<file path="src/rtl/router_ahb_master.sv">
// AHB-Lite single-transfer initiator for the router CSR slave port: one request -> address phase -> data phase -> response.
// Optional wait-state watchdog enabled by defining ROUTER_AHB_MST_TIMEOUT_EN.
module router_ahb_master #(
    parameter int AWIDTH  = 32,
    parameter int DWIDTH  = 32,
    parameter int TIMEOUT = 256
) (
    input  logic              i_hclk,
    input  logic              i_hreset,
    input  logic              i_req_valid,
    output logic              o_req_ready,
    input  logic              i_req_write,
    input  logic [AWIDTH-1:0] i_req_addr,
    input  logic [DWIDTH-1:0] i_req_wdata,
    output logic              o_rsp_valid,
    output logic [DWIDTH-1:0] o_rsp_rdata,
    output logic              o_rsp_error,
    output logic              o_rsp_timeout,
    output logic              o_hsel,
    output logic [AWIDTH-1:0] o_haddr,
    output logic              o_hwrite,
    output logic [1:0]        o_htrans,
    output logic [2:0]        o_hsize,
    output logic [2:0]        o_hburst,
    output logic [DWIDTH-1:0] o_hwdata,
    input  logic              i_hready,
    input  logic [DWIDTH-1:0] i_hrdata,
    input  logic [1:0]        i_hresp
);

    if (DWIDTH != 32 || TIMEOUT < 2 || TIMEOUT > 65535) begin : g_bad_param
        $error("router_ahb_master: DWIDTH must be 32 and TIMEOUT within 2..65535");
    end

    typedef enum logic [1:0] {
        ST_IDLE,
        ST_ADDR,
        ST_DATA,
        ST_RESP
    } state_t;

    localparam logic [1:0]        HTRANS_IDLE   = 2'b00;
    localparam logic [1:0]        HTRANS_NONSEQ = 2'b10;
    localparam logic [1:0]        HRESP_ERROR   = 2'b01;
    localparam logic [AWIDTH-1:0] ADDR_MASK     = ~AWIDTH'(3);

    state_t              state_q, state_d;
    logic                req_ready_q, req_ready_d;
    logic                hsel_q, hsel_d;
    logic [AWIDTH-1:0]   haddr_q, haddr_d;
    logic                hwrite_q, hwrite_d;
    logic [1:0]          htrans_q, htrans_d;
    logic [DWIDTH-1:0]   hwdata_q, hwdata_d;
    logic [DWIDTH-1:0]   wdata_q, wdata_d;
    logic                rsp_valid_q, rsp_valid_d;
    logic [DWIDTH-1:0]   rsp_rdata_q, rsp_rdata_d;
    logic                rsp_error_q, rsp_error_d;
    logic                accept;
    logic                done;
    logic                abort;

    assign accept = (state_q == ST_IDLE) && i_req_valid && req_ready_q;
    assign done   = (state_q == ST_DATA) && i_hready;

`ifdef ROUTER_AHB_MST_TIMEOUT_EN
    localparam logic [15:0] TO_LIMIT = 16'(TIMEOUT);

    logic [15:0] cnt_q, cnt_d;
    logic        rsp_timeout_q, rsp_timeout_d;
    logic        waiting;

    assign waiting = ((state_q == ST_ADDR) || (state_q == ST_DATA)) && !i_hready;
    assign abort   = waiting && ((cnt_q + 16'd1) == TO_LIMIT);

    always_comb begin
        cnt_d         = cnt_q;
        rsp_timeout_d = rsp_timeout_q;
        if (accept) begin
            cnt_d = '0;
        end else if (waiting) begin
            cnt_d = cnt_q + 16'd1;
        end
        if (abort) begin
            rsp_timeout_d = 1'b1;
        end else if (done || state_q == ST_RESP) begin
            rsp_timeout_d = 1'b0;
        end
    end

    always_ff @(posedge i_hclk or posedge i_hreset) begin
        if (i_hreset) begin
            cnt_q         <= '0;
            rsp_timeout_q <= 1'b0;
        end else begin
            cnt_q         <= cnt_d;
            rsp_timeout_q <= rsp_timeout_d;
        end
    end

    assign o_rsp_timeout = rsp_timeout_q;
`else
    assign abort         = 1'b0;
    assign o_rsp_timeout = 1'b0;
`endif

    always_ff @(posedge i_hclk or posedge i_hreset) begin
        if (i_hreset) begin
            state_q <= ST_IDLE;
        end else begin
            state_q <= state_d;
        end
    end

    always_comb begin
        state_d = state_q;
        case (state_q)
            ST_IDLE: if (accept) state_d = ST_ADDR;
            ST_ADDR: begin
                if (i_hready)   state_d = ST_DATA;
                else if (abort) state_d = ST_RESP;
            end
            ST_DATA: begin
                if (i_hready)   state_d = ST_RESP;
                else if (abort) state_d = ST_RESP;
            end
            ST_RESP: state_d = ST_IDLE;
            default: state_d = ST_IDLE;
        endcase
    end

    // Outputs are decoded from the next state so every bus/response signal leaves a flop.
    always_comb begin
        req_ready_d = (state_d == ST_IDLE);
        hsel_d      = (state_d == ST_ADDR);
        htrans_d    = (state_d == ST_ADDR) ? HTRANS_NONSEQ : HTRANS_IDLE;
        haddr_d     = haddr_q;
        hwrite_d    = hwrite_q;
        wdata_d     = wdata_q;
        if (accept) begin
            haddr_d  = i_req_addr & ADDR_MASK;
            hwrite_d = i_req_write;
            wdata_d  = i_req_wdata;
        end
        hwdata_d    = ((state_d == ST_DATA) && hwrite_q) ? wdata_q : '0;
        rsp_valid_d = (state_d == ST_RESP);
        rsp_rdata_d = rsp_rdata_q;
        rsp_error_d = rsp_error_q;
        if (done) begin
            rsp_rdata_d = hwrite_q ? '0 : i_hrdata;
            rsp_error_d = (i_hresp == HRESP_ERROR);
        end else if (abort) begin
            rsp_rdata_d = '0;
            rsp_error_d = 1'b1;
        end else if (state_q == ST_RESP) begin
            rsp_rdata_d = '0;
            rsp_error_d = 1'b0;
        end
    end

    always_ff @(posedge i_hclk or posedge i_hreset) begin
        if (i_hreset) begin
            req_ready_q <= 1'b0;
            hsel_q      <= 1'b0;
            haddr_q     <= '0;
            hwrite_q    <= 1'b0;
            htrans_q    <= HTRANS_IDLE;
            hwdata_q    <= '0;
            wdata_q     <= '0;
            rsp_valid_q <= 1'b0;
            rsp_rdata_q <= '0;
            rsp_error_q <= 1'b0;
        end else begin
            req_ready_q <= req_ready_d;
            hsel_q      <= hsel_d;
            haddr_q     <= haddr_d;
            hwrite_q    <= hwrite_d;
            htrans_q    <= htrans_d;
            hwdata_q    <= hwdata_d;
            wdata_q     <= wdata_d;
            rsp_valid_q <= rsp_valid_d;
            rsp_rdata_q <= rsp_rdata_d;
            rsp_error_q <= rsp_error_d;
        end
    end

    assign o_req_ready = req_ready_q;
    assign o_hsel      = hsel_q;
    assign o_haddr     = haddr_q;
    assign o_hwrite    = hwrite_q;
    assign o_htrans    = htrans_q;
    assign o_hsize     = 3'b010;
    assign o_hburst    = 3'b000;
    assign o_hwdata    = hwdata_q;
    assign o_rsp_valid = rsp_valid_q;
    assign o_rsp_rdata = rsp_rdata_q;
    assign o_rsp_error = rsp_error_q;

endmodule
</file>
<file path="config.mk">
export PLATFORM = sky130hd
export DESIGN_NAME = router_ahb_master
export DESIGN_NICKNAME = d
export VERILOG_FILES = /design/src/rtl/router_ahb_master.sv
export SDC_FILE = /design/constraint.sdc
export NUM_CORES = 1
export LEC_CHECK = 0
export CORE_ASPECT_RATIO = 1.25
export CORE_MARGIN = 2
export CORE_UTILIZATION = 50
export CTS_BUF_LIST = sky130_fd_sc_hd__clkbuf_8
export DETAILED_ROUTE_END_ITERATION = 7
export GPL_TIMING_DRIVEN = 1
export PLACE_DENSITY = 0.85
export SLEW_MARGIN = 40
export SYNTH_ARGS = -nofsm -noshare
export SYNTH_HDL_FRONTEND = slang
export SYNTH_SLANG_ARGS = --single-unit
export TNS_END_PERCENT = 20
</file>
<file path="constraint.sdc">
create_clock -name i_hclk -period 6.3 [get_ports i_hclk]
set_input_delay 0.945 -clock i_hclk [delete_from_list [all_inputs] [get_ports i_hclk]]
set_output_delay 0.945 -clock i_hclk [all_outputs]
set_load 0.01 [all_outputs]
</file>
* Yosys cells after proc, flatten, opt, wreduce, memory -nomap -nowiden
Cells that the tools add are included.
Widths: inputs -> output; s select.
** Storage, ports and cells
- Output and inout port bits :: 110
- Input bits :: 103
- Register bits after elaboration :: 135
- Word-level logic and storage cells :: 36
** Cells by class
- Equality and inequality tests :: 7
- Reduce and logical (&&, ||, !) cells :: 7
- Multiplexer cells :: 11
** Operator list (number)
- $mux 32 :: 4
- $eq 2x2->1 const B :: 4
- $mux 2 :: 4
- $pmux 2 s4 :: 1
- $eq 2x1->1 const B :: 3
- $logic_and 1x1->1 :: 4
- $logic_not 2->1 :: 2
- $mux 1 :: 2
- $reduce_bool 2->1 :: 1

* Logic depth before layout (Yosys ltp)
- Word-level depth :: 8
- Gate-level depth with buffers :: 5
- Mapped depth without buffers :: 2

* Worst setup path before layout
No wires, ideal clock.
- Path kind :: in2reg
- Start :: input i_req_valid
- End :: register haddr_q[10], in the netlist o_haddr[10]
- Required time :: 6.175 ns
- Path buffers :: 2
- Data arrival time :: 1.885 ns
- Setup slack :: 4.290 ns
- Library setup time :: 0.125 ns
- Stages on the path :: 4
- Path through :: nor4bb_2 buf_6 buf_12 mux2_4
** On the way
- Longest elaborated chain between the ends :: 2
** Ends and longest elaborated chain
- start, declared :: RTL line 10 : input logic i_req_valid,
- $logic_and 1x1->1 (2 in series) :: RTL line 62 : assign accept = (state_q == ST_IDLE) && i_req_valid && req_ready_q;
- end signal, assigned :: RTL line 175 : haddr_q <= haddr_d;
- end, declared :: RTL line 50 : logic [AWIDTH-1:0] haddr_q, haddr_d;
No other way between the ends.
A chain may end at the register's enable or synchronous reset.

* Worst setup path after layout
- Start :: input i_req_valid
- End :: register haddr_q[28], in the netlist o_haddr[28]
The elaborated chain is that of the path after synthesis.

==> run summary <==
Status = complete, no violations
Number of global-route vias before repair = 4,055
Final hold violations = 0
R2r setup slk = 4.10 ns
RSZ-0062 raised after global routing = no
Lkg Pwr = 3.57 nW
First-pass GRT wire length = 20.4 mm
Final Wtd Congestion = 0.715
Worst slew pin tran = 0.827 ns
# H-tree levels = 4
Die H = 124 um
Critical Path RT = 6.62 ns
Post-route worst setup slack = 3.74 ns
Reg-to-Reg Start = state_q[0]$_DFF_PP0_
R2R depth = 4
Port bufs = 200
Yosys reg bits = 133
Filler instances = 765
Synthesized area = 5760 sq um
P&R area growth vs syn = 40.7%
Buf/Inv on CP = 2
Worst reg2reg path endpoint = o_haddr[28]$_DFFE_PP0P_
CTS max path bufs = 2
DRT iter0 DRCs = 94
Starting Density = 51.7%
Syn. warnings = 0
Crit. path cell count = 4
Area fraction of the dominant cell type after synthesis = 57.8%
N_diodes = 0
CTS tree = done
Placed cell area = 7670 sq um
Primary FF master, synth = dfrtp_1
NumNets Final = 708
Slowest cell delay on critical path = 0.68 ns
Crit path to = o_haddr[28]$_DFFE_PP0P_
Slew Viols, Final = 0
PD cells = 466 nW/um^2
DR vias/cell = 5.24
Post-DRT Antenna Nets = 0
GRT Resource Usage Total = 21.5%
Pin count of the biggest net entering global routing = 76
Setup crit end kind = flip-flop
Crit Path Class = primary input to flip-flop
Post-synth EDFFs = 0
Setup crit start = i_req_valid
Worst skew pair latency = 0.43 ns
Total Routed Length = 13.2 mm
Hold Slack = 0.494 ns
Setup crit start kind = primary input
Minimum clock period = 2.56 ns
CP top delay family = buffers and inverters
Tcrit/Tclk final = 40.7%
Grt total ovfl = 0
# IOs = 213
Max rail drop VDD = 0.214 mV
DRC = 0
Fmax = 390 MHz
Worst Skew = 0.0138 ns
Utilization after layout = 72.7%
Slowest-stage cell, CP = buf_6
Sink Count = 133
Dominant cells by area after synthesis = dfrtp_1, mux2_4, or3b_2
CTS-repair resized insts = 0
CTS Buf Count = 17
Worst-path cell chain = clkdlybuf4s50_1, nor4bb_4, buf_6, mux2_2
Pre-CTS setup slack = 3.28 ns
Die Width = 100 um
Max-cap check violation count = 0
Seq/Total Area, Yosys = 57.8%
Worst-path maximum fanout = 63
Root Buffer = clkbuf_8
Die ar. = 12,400 sq um
Share of layout cells above drive strength 1 = 21.9%
Drt first pass iters = 4
Max_slew headroom = 44.8%
Critical path arrival = 2.88 ns
Via count = 3,942
Setup TNS = 0 ns
Avg WL per Cell = 17.5 um
Gate Count Post-Synth = 415
Core Box Area = 11,100 sq um
Setup violations, final = 0
Hold-fix buffers at CTS = 0
Hold path startpoint = wdata_q[18]$_DFFE_PP0P_
FP Rows = 43
Hold crit path type = flip-flop to flip-flop
Post-CTS setup buffers = 0
Post-route cell area = 8100 sq um
Final HPWL DP = 8.88 mm
Area leader, netlist = dfrtp_1
Initial antenna violation count = 0
Syn_area_per_cell = 13.9 sq um
Count of cell types in the netlist = 31
Clk slew on worst S/H paths = 0.08 ns
Ys async rst share = 100%
==> worst register-to-register path: stages (launching register included) <==
cell,delay (ns)
dfrtp_1,0.36
buf_4,0.26
nor4bb_4,0.34
buf_6,0.68
mux2_2,0.45
==> layout by cell type, fill, tap and decap left out <==
| cell type | count |
|---|---|
| o21ai_0 | 2 |
| nand3b_1 | 1 |
| a21oi_2 | 11 |
| clkbuf_8 | 20 |
| bufinv_16 | 3 |
| nand2_1 | 32 |
| a21o_1 | 1 |
| nor3b_1 | 1 |
| conb_1 | 10 |
| buf_4 | 4 |
| a21oi_1 | 22 |
| mux2_2 | 3 |
| o211ai_1 | 1 |
| nand4b_1 | 1 |
| inv_1 | 21 |
| clkdlybuf4s50_1 | 199 |
| and4bb_2 | 1 |
| nand2b_1 | 21 |
| a22o_1 | 13 |
| nand3b_4 | 2 |
| nor2b_1 | 1 |
| or3b_2 | 18 |
| clkinv_2 | 1 |
| inv_6 | 3 |
| clkinvlp_4 | 2 |
| dfrtp_2 | 1 |
| dfrtp_1 | 132 |
| nor4bb_4 | 1 |
| buf_2 | 1 |
| o311ai_1 | 8 |
| o311ai_0 | 11 |
| or3b_1 | 3 |
| clkinv_4 | 2 |
| a211oi_1 | 2 |
| buf_6 | 2 |
| mux2_4 | 60 |
==> worst min-delay path by stage <==
stage          slack (ns)  depth (start not counted)                           to
6_report             0.49                          2       o_hwdata[18]$_DFF_PP0_
5_1_grt              0.51                          2        o_hwdata[0]$_DFF_PP0_
4_1_cts              0.49                          2       o_hwdata[18]$_DFF_PP0_
3_5_place_dp         0.49                          1  o_rsp_rdata[23]$_DFFE_PP0P_
3_3_place_gp         0.48                          2       o_hwdata[14]$_DFF_PP0_
2_1_floorplan        0.48                          2        o_hwdata[0]$_DFF_PP0_
==> Yosys cell counts, types with 2 or more instances <==
cell type / instances
nand2b_1: 21
o21ai_0: 2
clkbuf_1: 10
a22o_1: 13
a211oi_1: 2
or3b_1: 3
nand2_1: 32
o311ai_0: 11
buf_12: 6
mux2_4: 60
or3b_2: 18
conb_1: 2
o311ai_1: 8
inv_1: 21
buf_4: 12
buf_2: 10
a21oi_2: 11
mux2_2: 3
a21oi_1: 22
dfrtp_1: 133
buf_6: 5
==> report_power, final <==
group | switching (W) | total, W | internal (W) | leakage (nW)
Sequential | 0.000228 | 0.00144 | 0.00121 | 1.69
Combinational | 0.000616 | 0.00158 | 0.000967 | 1.67
Clock | 0.000326 | 0.000748 | 0.000423 | 0.213
Total | 0.00117 | 0.00377 | 0.00260 | 3.57
==> final cells by class <==
type	count	area (sq um)	share of cell area, %
repair buffers	206	2050	25.3
clock inverters	11	149	1.84
clock buffers	20	275	3.40
flip-flops and latches	133	3330	41.1
multi-input cells	226	2040	25.2
inverters	21	83.8	1.04
well taps	135	169	2.09
==> stage by stage <==
stage / instances / total power, W
floorplan: 423 / 0.00235
global placement: 721 / 0.00297
detailed placement: 721 / 0.00304
CTS: 752 / 0.00381
global route: 752 / 0.00399
finish: 752 / 0.00377
==> sequential cells by signal, indices dropped and copies added, names as in the netlist, 2 cells and up <==
register,cells
o_rsp_rdata,32
o_haddr,30
o_hwdata,32
state_q,2
wdata_q,32
==> layer usage <==
metal	vias to the layer above	track usage (%)	part of all wire, %
li1	1788	-	-
met1	1975	25.1	39
met2	157	36.7	52
met3	22	7.58	7.4
met4	0	8.22	1.9
met5	-	0	0
==> cell families (layout without fill, tap and decap cells) <==
| group | Yosys count | after routing | synth area share [%] |
|---|---|---|---|
| compound gates | 71 | 71 | 9.15 |
| buf+inv | 64 | 258 | 7.52 |
| flops | 133 | 133 | 57.8 |
| mux | 63 | 63 | 16.2 |
| other cells | 2 | 10 | 0.130 |
| simple gates | 82 | 82 | 9.13 |
Power figures use the tool's default switching activity.
